--- src/rtl/fetch_pkg.sv ---
// ============================================================================
// Module  : fetch_pkg
// Brief   : Shared types and widths for the PC/IR fetch sequencer.
// Revision: 1.0 - initial release
// ============================================================================
`default_nettype none

package fetch_pkg;

  localparam int INSTR_W = 16;
  localparam int JIMM_W  = 13;
  localparam int BOFF_W  = 8;

  typedef enum logic [1:0] {
    IDLE  = 2'b00,
    FETCH = 2'b01,
    HOLD  = 2'b10
  } state_t;

  typedef enum logic [1:0] {
    NS_SEQ    = 2'b00,
    NS_JUMP   = 2'b01,
    NS_BRANCH = 2'b10,
    NS_JR     = 2'b11
  } next_sel_t;

endpackage

`default_nettype wire

--- src/rtl/pc_target_calc.sv ---
// ============================================================================
// Module  : pc_target_calc
// Brief   : Combinational next-PC selection for the HOLD-state PC update.
// Revision: 1.0 - initial release
// ============================================================================
`default_nettype none

module pc_target_calc
  import fetch_pkg::*;
(
  input  logic [INSTR_W-1:0] i_pc,
  input  logic [JIMM_W-1:0]  i_ir,
  input  logic [1:0]         i_next_sel,
  input  logic               i_branch_taken,
  input  logic [INSTR_W-1:1] i_jr_target,
  output logic [INSTR_W-1:0] o_next_pc
);

  logic [INSTR_W-1:0] w_boff;

  // Byte offset: signed word offset from IR[7:0], doubled.
  assign w_boff = {{(INSTR_W-BOFF_W-1){i_ir[BOFF_W-1]}}, i_ir[BOFF_W-1:0], 1'b0};

  always_comb begin
    o_next_pc = i_pc;
    case (next_sel_t'(i_next_sel))
      NS_SEQ:    o_next_pc = i_pc;
      NS_JUMP:   o_next_pc = {i_pc[INSTR_W-1:JIMM_W+1], i_ir, 1'b0};
      NS_BRANCH: o_next_pc = i_branch_taken ? (i_pc + w_boff) : i_pc;
      NS_JR:     o_next_pc = {i_jr_target, 1'b0};
      default:   o_next_pc = i_pc;
    endcase
  end

endmodule

`default_nettype wire

--- src/rtl/pc_fetch_sequencer.sv ---
// ============================================================================
// Module  : pc_fetch_sequencer
// Brief   : PC/IR owner running req/ready instruction fetch; optional fetch
//           timeout with sticky FetchFault under macro FETCH_TIMEOUT_EN.
// Revision: 1.0 - initial release
// ============================================================================
`default_nettype none

module pc_fetch_sequencer
  import fetch_pkg::*;
#(
  parameter logic [15:0] RESET_PC       = 16'h0000,
  parameter int unsigned TIMEOUT_CYCLES = 15
) (
  input  logic        CLK,
  input  logic        Reset,
  input  logic        Run,
  input  logic        MemReady,
  input  logic [15:0] MemData,
  input  logic        PCWrite,
  input  logic [1:0]  NextSel,
  input  logic        BranchTaken,
  input  logic [15:0] JRTarget,
  output logic        MemReq,
  output logic [15:0] MemAddr,
  output logic [15:0] PC,
  output logic [15:0] IR,
  output logic        IRValid
`ifdef FETCH_TIMEOUT_EN
  ,
  output logic        FetchFault
`endif
);

  localparam logic [15:0] c_reset_pc = {RESET_PC[15:1], 1'b0};

  state_t       r_state;
  state_t       w_next_state;
  logic [15:0]  r_pc;
  logic [15:0]  r_ir;
  logic         r_irvalid;
  logic [15:0]  w_pc_target;
  logic         w_fetch_done;
  logic         w_pc_apply;
  logic         w_timeout;
  logic         w_fault;

  assign w_fetch_done = (r_state == FETCH) && MemReady;
  assign w_pc_apply   = (r_state == HOLD) && PCWrite;

`ifdef FETCH_TIMEOUT_EN
  localparam logic [3:0] c_wait_last = 4'(TIMEOUT_CYCLES - 1);

  logic [3:0] r_wait;
  logic       r_fault;

  assign w_timeout  = (r_state == FETCH) && !MemReady && (r_wait == c_wait_last);
  assign w_fault    = r_fault;
  assign FetchFault = r_fault;

  // Counter is held at zero outside FETCH, so every FETCH entry starts fresh.
  always_ff @(posedge CLK or posedge Reset) begin
    if (Reset) begin
      r_wait  <= 4'd0;
      r_fault <= 1'b0;
    end else begin
      if (r_state != FETCH) begin
        r_wait <= 4'd0;
      end else if (!MemReady) begin
        r_wait <= r_wait + 4'd1;
      end
      if (w_timeout) begin
        r_fault <= 1'b1;
      end
    end
  end
`else
  assign w_timeout = 1'b0;
  assign w_fault   = 1'b0;
`endif

  always_ff @(posedge CLK or posedge Reset) begin
    if (Reset) begin
      r_state <= IDLE;
    end else begin
      r_state <= w_next_state;
    end
  end

  always_comb begin
    w_next_state = r_state;
    case (r_state)
      IDLE:    if (Run && !w_fault) w_next_state = FETCH;
      FETCH: begin
        if (MemReady)       w_next_state = HOLD;
        else if (w_timeout) w_next_state = IDLE;
      end
      HOLD:    if (PCWrite) w_next_state = Run ? FETCH : IDLE;
      default: w_next_state = IDLE;
    endcase
  end

  pc_target_calc u_target (
    .i_pc           (r_pc),
    .i_ir           (r_ir[JIMM_W-1:0]),
    .i_next_sel     (NextSel),
    .i_branch_taken (BranchTaken),
    .i_jr_target    (JRTarget[15:1]),
    .o_next_pc      (w_pc_target)
  );

  always_ff @(posedge CLK or posedge Reset) begin
    if (Reset) begin
      r_pc      <= c_reset_pc;
      r_ir      <= 16'h0000;
      r_irvalid <= 1'b0;
    end else begin
      r_irvalid <= w_fetch_done;
      if (w_fetch_done) begin
        r_ir <= MemData;
        r_pc <= r_pc + 16'd2;
      end else if (w_pc_apply) begin
        r_pc <= w_pc_target;
      end
    end
  end

  // MemReq decodes the state register, so async Reset drops it at once.
  assign MemReq  = (r_state == FETCH);
  assign MemAddr = r_pc;
  assign PC      = r_pc;
  assign IR      = r_ir;
  assign IRValid = r_irvalid;

endmodule

`default_nettype wire

--- config.mk ---
export PLATFORM = sky130hd
export DESIGN_NAME = pc_fetch_sequencer
export DESIGN_NICKNAME = d
export VERILOG_FILES = /design/src/rtl/fetch_pkg.sv /design/src/rtl/pc_target_calc.sv /design/src/rtl/pc_fetch_sequencer.sv
export SDC_FILE = /design/constraint.sdc
export NUM_CORES = 1
export LEC_CHECK = 0
export BUFFER_PORTS_ARGS = -buffer_cell sky130_fd_sc_hd__buf_2
export CAP_MARGIN = 20
export CORE_MARGIN = 4
export CORE_UTILIZATION = 49
export CTS_BUF_LIST = sky130_fd_sc_hd__clkbuf_16
export DETAILED_ROUTE_END_ITERATION = 10
export MAX_ROUTING_LAYER = met4
export PLACE_DENSITY = 0.78
export SYNTH_ARGS = -nofsm -noshare
export SYNTH_HDL_FRONTEND = slang
export SYNTH_SLANG_ARGS = --single-unit
--- constraint.sdc ---
create_clock -name CLK -period 7.75 [get_ports CLK]
set_clock_uncertainty 0.2 [all_clocks]
set_input_delay 1.55 -clock CLK [delete_from_list [all_inputs] [get_ports CLK]]
set_output_delay 1.55 -clock CLK [all_outputs]
set_load 0.01 [all_outputs]
# Word level (Yosys, flattened, before mapping)
# Cells that the tools add are included.
# Widths: inputs -> output; s select.
word_totals:
  elab_cells: 35
  register_bits: 35
op_classes:
  n_mux: 9
  n_reduce_logical: 8
  eq_ne: 11
  n_addsub: 2
op_table:
  columns: ["op", "count"]
  rows:
  - ["$mux 16", 3]
  - ["$pmux 16 s3", 1]
  - ["$add 16x16->16", 1]
  - ["$add 16x2->16 const B", 1]
  - ["$ne 2x2->1 const B", 5]
  - ["$eq 2x2->1 const B", 3]
  - ["$mux 2", 3]
  - ["$pmux 2 s3", 1]
  - ["$reduce_and 3->1", 2]
  - ["$eq 2x1->1 const B", 2]
  - ["$logic_not 2->1", 2]
  - ["$reduce_and 4->1", 1]
  - ["$ne 3x3->1 const B", 1]
  - ["$logic_and 1x1->1", 2]
  - ["$reduce_bool 2->1", 1]
  - ["$mux 1", 1]

# Longest topological paths before layout
# Gate-level depths: netlist (run 1).
depth:
  depth_word: 5
  mapped_depth: 9

# Modules after synthesis
# Synthesis (run 1) repeated with hierarchy kept, for this count alone.
unflattened:
  hier_cells: 366
  hier_area_um2: 3084.2
modules_own_cells:
  columns: ["module", "seq_area_each_um2", "area_each_um2", "n_inst", "cells_each"]
  rows:
  - ["pc_fetch_sequencer", 875.8, 1809.2, 1, 199]
  - ["pc_target_calc", 0.0, 1275.0, 1, 167]

# Worst setup path after synthesis (run 1)
# Ideal clock, no wire load.
synth_timing:
  path_kind: "input-to-reg"
  from: "input BranchTaken"
  to: "register r_pc[12] (netlist: MemAddr[12])"
  arrival_time_ns: 2.645
  setup_slack_ns: 4.781
  path_stages: 6
  n_path_buf: 2
  path_cell_list: "a21oi_1 > or2_0 > clkbuf_1 > clkbuf_1 > a21oi_1 > a211o_1"
synth_via:
  elab_chain_cells: 2
synth_rtl:
  columns: ["element", "line", "source"]
  rows:
  - ["start: declaration", "pc_fetch_sequencer.sv:22", "input logic BranchTaken,"]
  - ["$ne 3x3->1 (no source line)", null, null]
  - ["$reduce_and 3->1 (no source line)", null, null]
  - ["end signal: assignment", "pc_fetch_sequencer.sv:114", "r_pc <= c_reset_pc;"]
  - ["end signal: assignment", "pc_fetch_sequencer.sv:121", "r_pc <= r_pc + 16'd2;"]
  - ["end signal: assignment", "pc_fetch_sequencer.sv:123", "r_pc <= w_pc_target;"]
  - ["end: declaration", "pc_fetch_sequencer.sv:39", "logic [15:0] r_pc;"]
# Every way passes these cells.
# A chain may end at the register's enable or synchronous reset.

# Final worst setup path (run 1)
layout_timing:
  from: "input MemReady"
  to: "register r_pc[14] (netlist: MemAddr[14])"
layout_via:
  elab_chain_cells: 3
  elab_cells_between_ends: 7
layout_rtl:
  columns: ["element", "line", "source"]
  rows:
  - ["start: declaration", "pc_fetch_sequencer.sv:18", "input logic MemReady,"]
  - ["$logic_and 1x1->1 (*)", "pc_fetch_sequencer.sv:48", "assign w_fetch_done = (r_state == FETCH) && MemReady;"]
  - ["$ne 3x3->1 (no source line), or another cell as far along", null, null]
  - ["$reduce_and 4->1 (no source line)", null, null]
# Every way passes the cells marked *; elsewhere a longest branch is shown, timed or not.

==> flow_summary.yaml, run 1 <==
worst_setup_path:
  timing.rr.start: "IR[7]"
  path_max_fanout: 35
  ff2ff_path_depth: 8
  cp-start-kind: "input pin"
  max_stage_delay_ps: 790
  critical_path.cell_chain: "buf_2 > nand2_1 > buf_4 > inv_1 > and2_1 > nand3_1 > mux2_1 > a31oi_1"
  path_class: "in -> reg"
  cp.arrival_ps: 3650
  cpMaxStageDelayCell: "inv_1"
  r2r_end: "MemAddr[11]"
  r2r_slack_ps: 4610
  required_ps: 7750
  endpoint_kind: "register"
timing:
  fin_tns_setup_ps: 0
  setup_slack_ps: 4110
  slew_headroom_pct: 30.9
  setup_viol: 0
  slew_violations: 0
  max_freq_ghz: 0.274
  period_minus_slack_ps: 3640
  rsz0062_at_grt: "false"
  fin_crit_sh_pct: 47.0
  final-hold-violation-count: 0
  tightest_slew_ps: 1040
placement:
  place_congestion: 0.913
  post-place-ws_ps: 3820
  port_buffers: 86
  dpl.hpwl_um: 5830
yosys:
  postSynth.asyncResetShare_pct: 100
  syn_area_um2: 2750
  ys_seq_elements: 34
  synth_cell_types: 54
  synth_edf_count: 0
  synthAdderAreaFrac_pct: 7.56
  synthXorXnorAreaFrac_pct: 2.55
  synth.area.mux_share_pct: 2.69
  synth_top_family_by_area: "simple AND/OR/NAND/NOR gates"
  postSynthCellCount: 351
  synth_warnings: 0
  synth_ff_type: "dfrtp_1"
  synth_compound_area_share_pct: 23.8
  yosys.area_share.simple_pct: 24.8
  syn_avg_cell_area_um2: 7.83
  seq_area_frac_synth_pct: 31.0
power:
  vdd_ir_drop_max_mv: 0.175
  leakagePower_nw: 1.60
  power_mw: 1.49
  power.density_nw_per_um2: 456
status:
  outcome: "finished, final reports clean"
global_routing:
  grt_pass1_vias: 2721
  antenna_found_initial: 0
  track_usage_pct: 24.3
  overflow: 0
  grt_pass1_wl_um: 13300
  grt_max_degree: 36
clock_network:
  cts_tree: "done"
  cts.sinks: 34
  cts_hold_buf: 0
  cts_buffer_depth: 2
  cts-resized-gates: 0
  path_clk_slew_ps: 60
  post_cts_buffers: 0
  numCtsBuffers: 5
  clock-root-buffer: "clkbuf_16"
  clk_latency_ps: 280
  htreeDepth: 2
worst_hold_path:
  min_to: "IR[13]"
  worstHoldPathCells: 2
  hold_path.class: "reg -> reg"
  hold_start: "IR[13]"
routing:
  wire_per_inst_um: 16.6
  drt_iter0_markers: 290
  via_per_inst: 5.90
  drc: 0
  ant_nets: 0
  wl_um: 8110
  vias: 2880
  first_pass_iters: 5
floorplanning:
  die_h_um: 82.9
  die_area_um2: 6870
  core-area_um2: 5470
  start_util_pct: 50.2
  die_w_um: 82.9
  ios: 90
  num_rows: 27
finish:
  layout-drive-gt1-share_pct: 24.0
  most-common-layout-cells: "86 x buf_2, 73 x nand2_1, 34 x dfrtp_1"
  nFillCells: 546
  seqCellArea_um2: 851
  nets: 471
  areaGrowthSynthToFinish_pct: 18.7
  final_common_cell: "buf_2"
  diodes: 0
  multi_input_area_um2: 1690
job:
  max-cap-violations: 0
-- logic make-up after synthesis --
logic type,Yosys count
AOI/OAI and AO/OA,102
adders and majority gates,16
DFF,34
other,1
xor gates and xnor gates,8
muxes,7
buffers and inverters,36
and+or+nand+nor,147
-- routing by layer --
metal	up-vias	track usage (%)	routed length, um
met5	-	-	0
met1	1327	32.4	3510
met3	16	4.27	682
li1	1398	-	-
met4	0	8.92	155
met2	139	37.2	3760
-- registers in the layout, indices dropped and copies added (netlist names) --
register,count
IR,16
r_state,2
IRValid,1
MemAddr,15
-- synth_stat cells (all sizes together), types with 2 or more instances --
master	n	share of area, %
nand4	4	0.91
dfrtp	34	31
a21o	5	1.4
xnor2	5	1.6
a311oi	3	0.96
o21bai	5	1.4
clkbuf	12	1.6
buf	20	5.4
a21oi	29	5.3
nand3	12	2.2
and3	6	1.5
nand2	73	10
a211oi	8	2.4
ha	15	6.8
nand3b	4	1.1
or2	2	0.46
a41oi	3	0.96
o211ai	3	0.82
nor3	13	2.5
o22ai	4	0.91
o31ai	5	1.4
nor2	21	2.9
inv	4	0.55
a211o	2	0.64
xor2	3	0.96
nand2b	3	0.68
o21ai	21	3.8
and2	2	0.46
mux2i	4	1.5
mux2	3	1.2
o221ai	2	0.64
a31oi	6	1.4
-- area by class of cell --
class	count	share of cell area, %
multi-input cells	282	51.9
flip-flops and latches	34	26.1
clock inverters	3	1.27
well taps	72	2.76
inverters	4	0.460
clock buffers	5	3.84
repair buffers	88	13.7
-- worst max-delay path by stage --
stage / to / cells after the start / start
finish: MemAddr[14] / 8 / MemReady
detailed placement: MemAddr[14] / 8 / MemReady
global route: MemAddr[15] / 8 / MemReady
floorplan: MemAddr[12] / 6 / BranchTaken
global placement: MemAddr[14] / 8 / MemReady
CTS: MemAddr[14] / 8 / MemReady
-- report_power, final --
group / switching, mW / internal [mW]
sequential: 0.133 / 0.258
combinational: 0.497 / 0.372
clock: 0.0777 / 0.150
-- metrics by stage --
stage / utilization [%] / hold WS, ps / instance area (um^2) / instances
floorplan: - / 258 / 2750 / 352
finish: 59.6 / 270 / 3260 / 488
global placement: 56.6 / 255 / 3100 / 480
global route: 59.6 / 301 / 3260 / 488
detailed placement: 56.6 / 261 / 3100 / 480
CTS: 59.6 / 278 / 3260 / 488
-- critical path: cells and delay by family --
family	cells	cell delay (ps)
simple gates	3	510
buf+inv	3	1100
compound gates	1	140
mux	1	320
No activity file was read; power rests on OpenSTA's default activity.
==> run 2: changes to the inputs <==
Settings changed: CORE_UTILIZATION 49 to 47.
Clock period 7.75 ns to 3.1 ns, I/O delays scaled along.
==> run 2 against run 1 <==
  * Worst hold slack worse by 89 ps
  * First-iteration DRC count is 2.4% lower
  * Total power grew to 2.5 times the previous value
  * Sequential power is 140% higher
  * Largest cell class unchanged
  * Critical path type is now reg -> reg
  * Worst setup slack worse by 4000 ps
  * Cell area is 2.1% higher
  * Critical path depth is 1 higher
==> flow_summary.yaml, run 2 (synthesized netlist as in run 1, its figures left out) <==
timing:
  slew_violations: 0
  fin_crit_sh_pct: 96.4
  tightest_slew_ps: 693
  fin_tns_setup_ps: 0
  setup_slack_ps: 110
  max_freq_ghz: 0.334
  rsz0062_at_grt: "false"
  setup_viol: 0
  period_minus_slack_ps: 2990
  final-hold-violation-count: 0
  slew_headroom_pct: 53.8
routing:
  via_per_inst: 5.86
  wire_per_inst_um: 16.7
  drt_iter0_markers: 283
  vias: 2910
  first_pass_iters: 7
  drc: 0
  ant_nets: 0
  wl_um: 8290
clock_network:
  htreeDepth: 2
  cts.sinks: 34
  numCtsBuffers: 5
  cts_buffer_depth: 2
  clock-root-buffer: "clkbuf_16"
  cts_tree: "done"
  cts-resized-gates: 0
  path_clk_slew_ps: 60
  clk_latency_ps: 280
  post_cts_buffers: 0
  cts_hold_buf: 0
power:
  vdd_ir_drop_max_mv: 0.532
  power_mw: 3.77
  leakagePower_nw: 1.65
  power.density_nw_per_um2: 1130
global_routing:
  antenna_found_initial: 0
  overflow: 0
  grt_pass1_vias: 2831
  grt_pass1_wl_um: 13600
  track_usage_pct: 23.9
  grt_max_degree: 27
finish:
  diodes: 0
  largest_reg_flops: 16
  multi_input_area_um2: 1690
  utilization_pct: 59.7
  final_common_cell: "buf_2"
  nFillCells: 515
  areaGrowthSynthToFinish_pct: 21.1
  nets: 480
  seqCellArea_um2: 851
  most-common-layout-cells: "86 x buf_2, 73 x nand2_1, 34 x dfrtp_1"
  layout-drive-gt1-share_pct: 25.6
worst_setup_path:
  timing.rr.start: "IR[0]"
  cp.arrival_ps: 2990
  cp-start-kind: "register"
  r2r_slack_ps: 110
  ff2ff_path_depth: 9
  required_ps: 3100
  path_max_fanout: 5
  path_class: "reg -> reg"
  endpoint_kind: "register"
  r2r_end: "MemAddr[15]"
floorplanning:
  die_area_um2: 7140
  die_h_um: 84.5
  ios: 90
  start_util_pct: 49.3
  core-area_um2: 5570
  num_rows: 27
  die_w_um: 84.5
placement:
  post-place-ws_ps: 236
  dpl.hpwl_um: 6160
  port_buffers: 86
  place_congestion: 0.907
status:
  outcome: "finished, final reports clean"
worst_hold_path:
  hold_path.class: "in -> async"
job:
  max-cap-violations: 0
run 2: layout make-up:
| type | count | area share [%] |
|---|---|---|
| well taps | 72 | 2.71 |
| clock buffers | 5 | 3.76 |
| repair buffers | 97 | 15.4 |
| flip-flops and latches | 34 | 25.6 |
| inverters | 4 | 0.451 |
| clock inverters | 3 | 1.24 |
| multi-input cells | 282 | 50.9 |
run 2: routing by layer:
| layer | wire length [um] | global-route usage, % |
|---|---|---|
| met1 | 3500 | 30.5 |
| met2 | 3880 | 38.9 |
| met3 | 828 | 4.42 |
| met4 | 80 | 6.62 |
| met5 | 0 | - |
run 2: worst max-delay path by stage:
stage	from	end	slack (ps)
2_1_floorplan	MemAddr[1]	MemAddr[15]	410
6_report	IR[0]	MemAddr[15]	110
3_3_place_gp	IR[0]	MemAddr[15]	300
5_1_grt	IR[0]	MemAddr[15]	7
4_1_cts	IR[0]	MemAddr[15]	140
3_5_place_dp	IR[0]	MemAddr[15]	240
run 2: power breakdown:
| part | switching, mW | internal [mW] | leakage, nW |
|---|---|---|---|
| combinational | 1.31 | 0.966 | 1.15 |
| clock | 0.198 | 0.376 | 0.0812 |
| sequential | 0.277 | 0.645 | 0.414 |
| total | 1.79 | 1.99 | 1.65 |
run 2: through the flow:
step / hold WS (ps) / cell area, um^2 / cells
CTS: 209 / 3330 / 497
finish: 181 / 3330 / 497
detailed placement: 261 / 3160 / 489
global placement: 255 / 3160 / 489
global route: 245 / 3330 / 497
floorplan: 258 / 2750 / 352
run 2: critical path: stages, from the launching register on:
cell and delay (ps):
dfrtp_1 400, ha_1 240, fa_1 440, a211oi_1 400, o21bai_1 160, a31o_1 320, a21oi_1 230, mux2i_1 220
nand2_1 90, a211oi_2 210
==> run 3: changes to the inputs <==
Settings changed: CORE_UTILIZATION 47 to 48, SYNTH_HIERARCHICAL from default to 1.
==> run 3 against run 2 <==
  * Sequential share of layout area down 2.8 points
  * Synthesized area rose by 12%
  * Non-clock buffer count grew 23
  * Worst setup slack worse by 61 ps
  * Clock power is 14% higher
  * First-iteration DRC count rose by 48%
  * Largest cell class unchanged
  * Register-to-register slack got worse by 60 ps
  * Synthesized cell count rose by 4.3%
  * Flip-flop and latch count increased by 1
  * Global-route usage rose by 2.0 points
==> flow_summary.yaml, run 3 <==
status:
  outcome: "finished, final reports clean"
yosys:
  postSynth.asyncResetShare_pct: 100
  yosysMostFrequentCell: "nand2_1"
  seq_area_frac_synth_pct: 28.4
  synth_cell_types: 65
  synth_ff_type: "dfrtp_1"
  synth_edf_count: 0
  synth_top_area_cell: "dfrtp_1"
  synth_warnings: 6
  synth_commonest_cells: "80 x nand2_1, 35 x dfrtp_1, 20 x buf_4"
  ys_seq_elements: 35
  ys_top_cells_by_area: "dfrtp_1 28%, nand2_1 9.7%, ha_1 6.1%, buf_4 4.9%, mux2i_1 2.9%"
  postSynthCellCount: 366
  syn_area_um2: 3080
  synth_top_area_share_pct: 28.4
  syn_avg_cell_area_um2: 8.43
  syn_nets: 422
routing:
  vias: 3193
  via_per_inst: 5.99
  first_pass_iters: 6
  ant_nets: 0
  drt_iter0_markers: 418
  wl_um: 9210
  drc: 0
  wire_per_inst_um: 17.3
timing:
  period_minus_slack_ps: 3050
  slew_violations: 0
  final-hold-violation-count: 0
  fin_crit_sh_pct: 98.4
  tightest_slew_ps: 828
  setup_slack_ps: 49.4
  max_freq_ghz: 0.328
  slew_headroom_pct: 44.7
  rsz0062_at_grt: "true"
  setup_viol: 0
  finalHoldWorstSlack_ps: 279
  fin_tns_setup_ps: 0
power:
  power_switching_mw: 1.76
  power_frac_comb_pct: 62.5
  seq_power_share_pct: 21.1
  leakagePower_nw: 1.99
  swShare_pct: 44.1
  vdd_ir_drop_max_mv: 0.469
  power.density_nw_per_um2: 1040
  p_clk_share_pct: 16.4
  internal_power_mw: 2.24
  power_mw: 4.00
clock_network:
  numCtsBuffers: 5
  cts.sinks: 35
  clk_latency_ps: 290
  cts_hold_buf: 0
  cts_buffer_depth: 2
  htreeDepth: 2
  cts_tree: "done"
  clock-root-buffer: "clkbuf_16"
  path_clk_slew_ps: 60
placement:
  port_buffers: 88
  dp_cells: 522
  place_congestion: 0.925
  post-place-ws_ps: -71.8
  dpl.hpwl_um: 6620
worst_setup_path:
  path_class: "reg -> reg"
  required_ps: 3070
  cp.arrival_ps: 3020
  path_max_fanout: 2
  endpoint_kind: "register"
  cp-start-kind: "register"
finish:
  finalNonFillerCells: 533
  most-common-layout-cells: "88 x buf_2, 80 x nand2_1, 34 x dfrtp_1"
  areaGrowthSynthToFinish_pct: 25.0
  layout-drive-gt1-share_pct: 34.3
  nets: 513
  final_common_cell: "buf_2"
  diodes: 0
global_routing:
  overflow: 0
  grt_pass1_wl_um: 15300
  track_usage_pct: 25.8
  grt_max_degree: 28
  grt_pass1_vias: 3151
  antenna_found_initial: 0
floorplanning:
  core-area_um2: 6060
  die_w_um: 88.2
  num_rows: 28
  die_h_um: 88.2
  die_area_um2: 7770
  ios: 90
  start_util_pct: 50.9
worst_hold_path:
  hold_path.class: "reg -> reg"
job:
  max-cap-violations: 0
[run 3: changes by cell type in the layout (fill, tap and decap cells not counted), sizes merged, moves of 5 or more]
cell   delta
a21oi    -16
o21ai     -5
mux2i     +5
nand2     +7
nor2b     +5
a221o     +7
nor3      -9
a21o      +5
inv      +10
nand3     -6
buf      +23
[run 3: worst paths after layout]
check	end	cells after the start	slack, ps	startpoint
max	MemAddr[15]	12	50	IR[0]
max in group asynchronous	MemAddr[7]	3	1770	Reset
min in group asynchronous	IR[13]	2	290	Reset
max reg2reg	MemAddr[15]	12	50	IR[0]
min	IR[15]	2	280	IR[15]
min reg2reg	IR[15]	2	280	IR[15]
[run 3: layout make-up]
cell class              count  area, um^2
clock buffers               5         125
fillers                   514        2210
repair buffers            120         681
inverters                  15        56.3
multi-input cells         280        1950
clock inverters             3        67.6
flip-flops and latches     35         877
well taps                  75        93.8
[run 3: cell families after synthesis]
| kind of cell | Yosys count | share of synthesized area [%] |
|---|---|---|
| adders and majority gates | 16 | 6.73 |
| xor gates and xnor gates | 9 | 2.56 |
| muxes | 19 | 7.67 |
| DFF | 35 | 28.4 |
| AOI/OAI and AO/OA | 93 | 22.9 |
| buffers and inverters | 51 | 9.61 |
| and+or+nand+nor | 143 | 22.1 |
[run 3: stage by stage]
step / util, % / area, um^2
floorplan: - / 3090
global placement: 59.4 / 3600
detailed placement: 59.4 / 3600
CTS: 63.3 / 3830
global route: 63.6 / 3850
finish: 63.6 / 3850
[run 3: what timing repair did]
item / in CTS / in global routing
resized for setup: 6 / 4
endpoints found under the hold margin: 0 / 0
cloned: 0 / 0
endpoints found under the setup margin: 1 / 3
setup buffers: 3 / 0
pin swaps: 6 / 7
[run 3: metal layers]
layer	track usage [%]	wire (um)	up-vias
met5	-	0	-
met4	11.5	256	0
met3	4.23	771	26
met2	40.1	4390	196
met1	33.1	3790	1468
li1	-	-	1503
[run 3: critical path, stage by stage (launching register included)]
cell       delay [ps]
dfrtp_1           390
ha_4              150
inv_2              30
fa_2              330
nand2b_4          170
a2111oi_4         360
o311ai_2          150
a31oi_2           210
xor2_2            210
a211oi_1          100
a41oi_1           200
o211ai_1          120
a221o_1           330
[run 3: power groups by stage]
stage	registers, mW	clock network (mW)	logic [mW]
2_1_floorplan	0.996	0	1.47
3_3_place_gp	0.833	0	2.35
3_5_place_dp	0.839	0	2.39
4_1_cts	0.842	0.665	2.46
5_1_grt	0.873	0.682	2.75
6_report	0.845	0.657	2.50
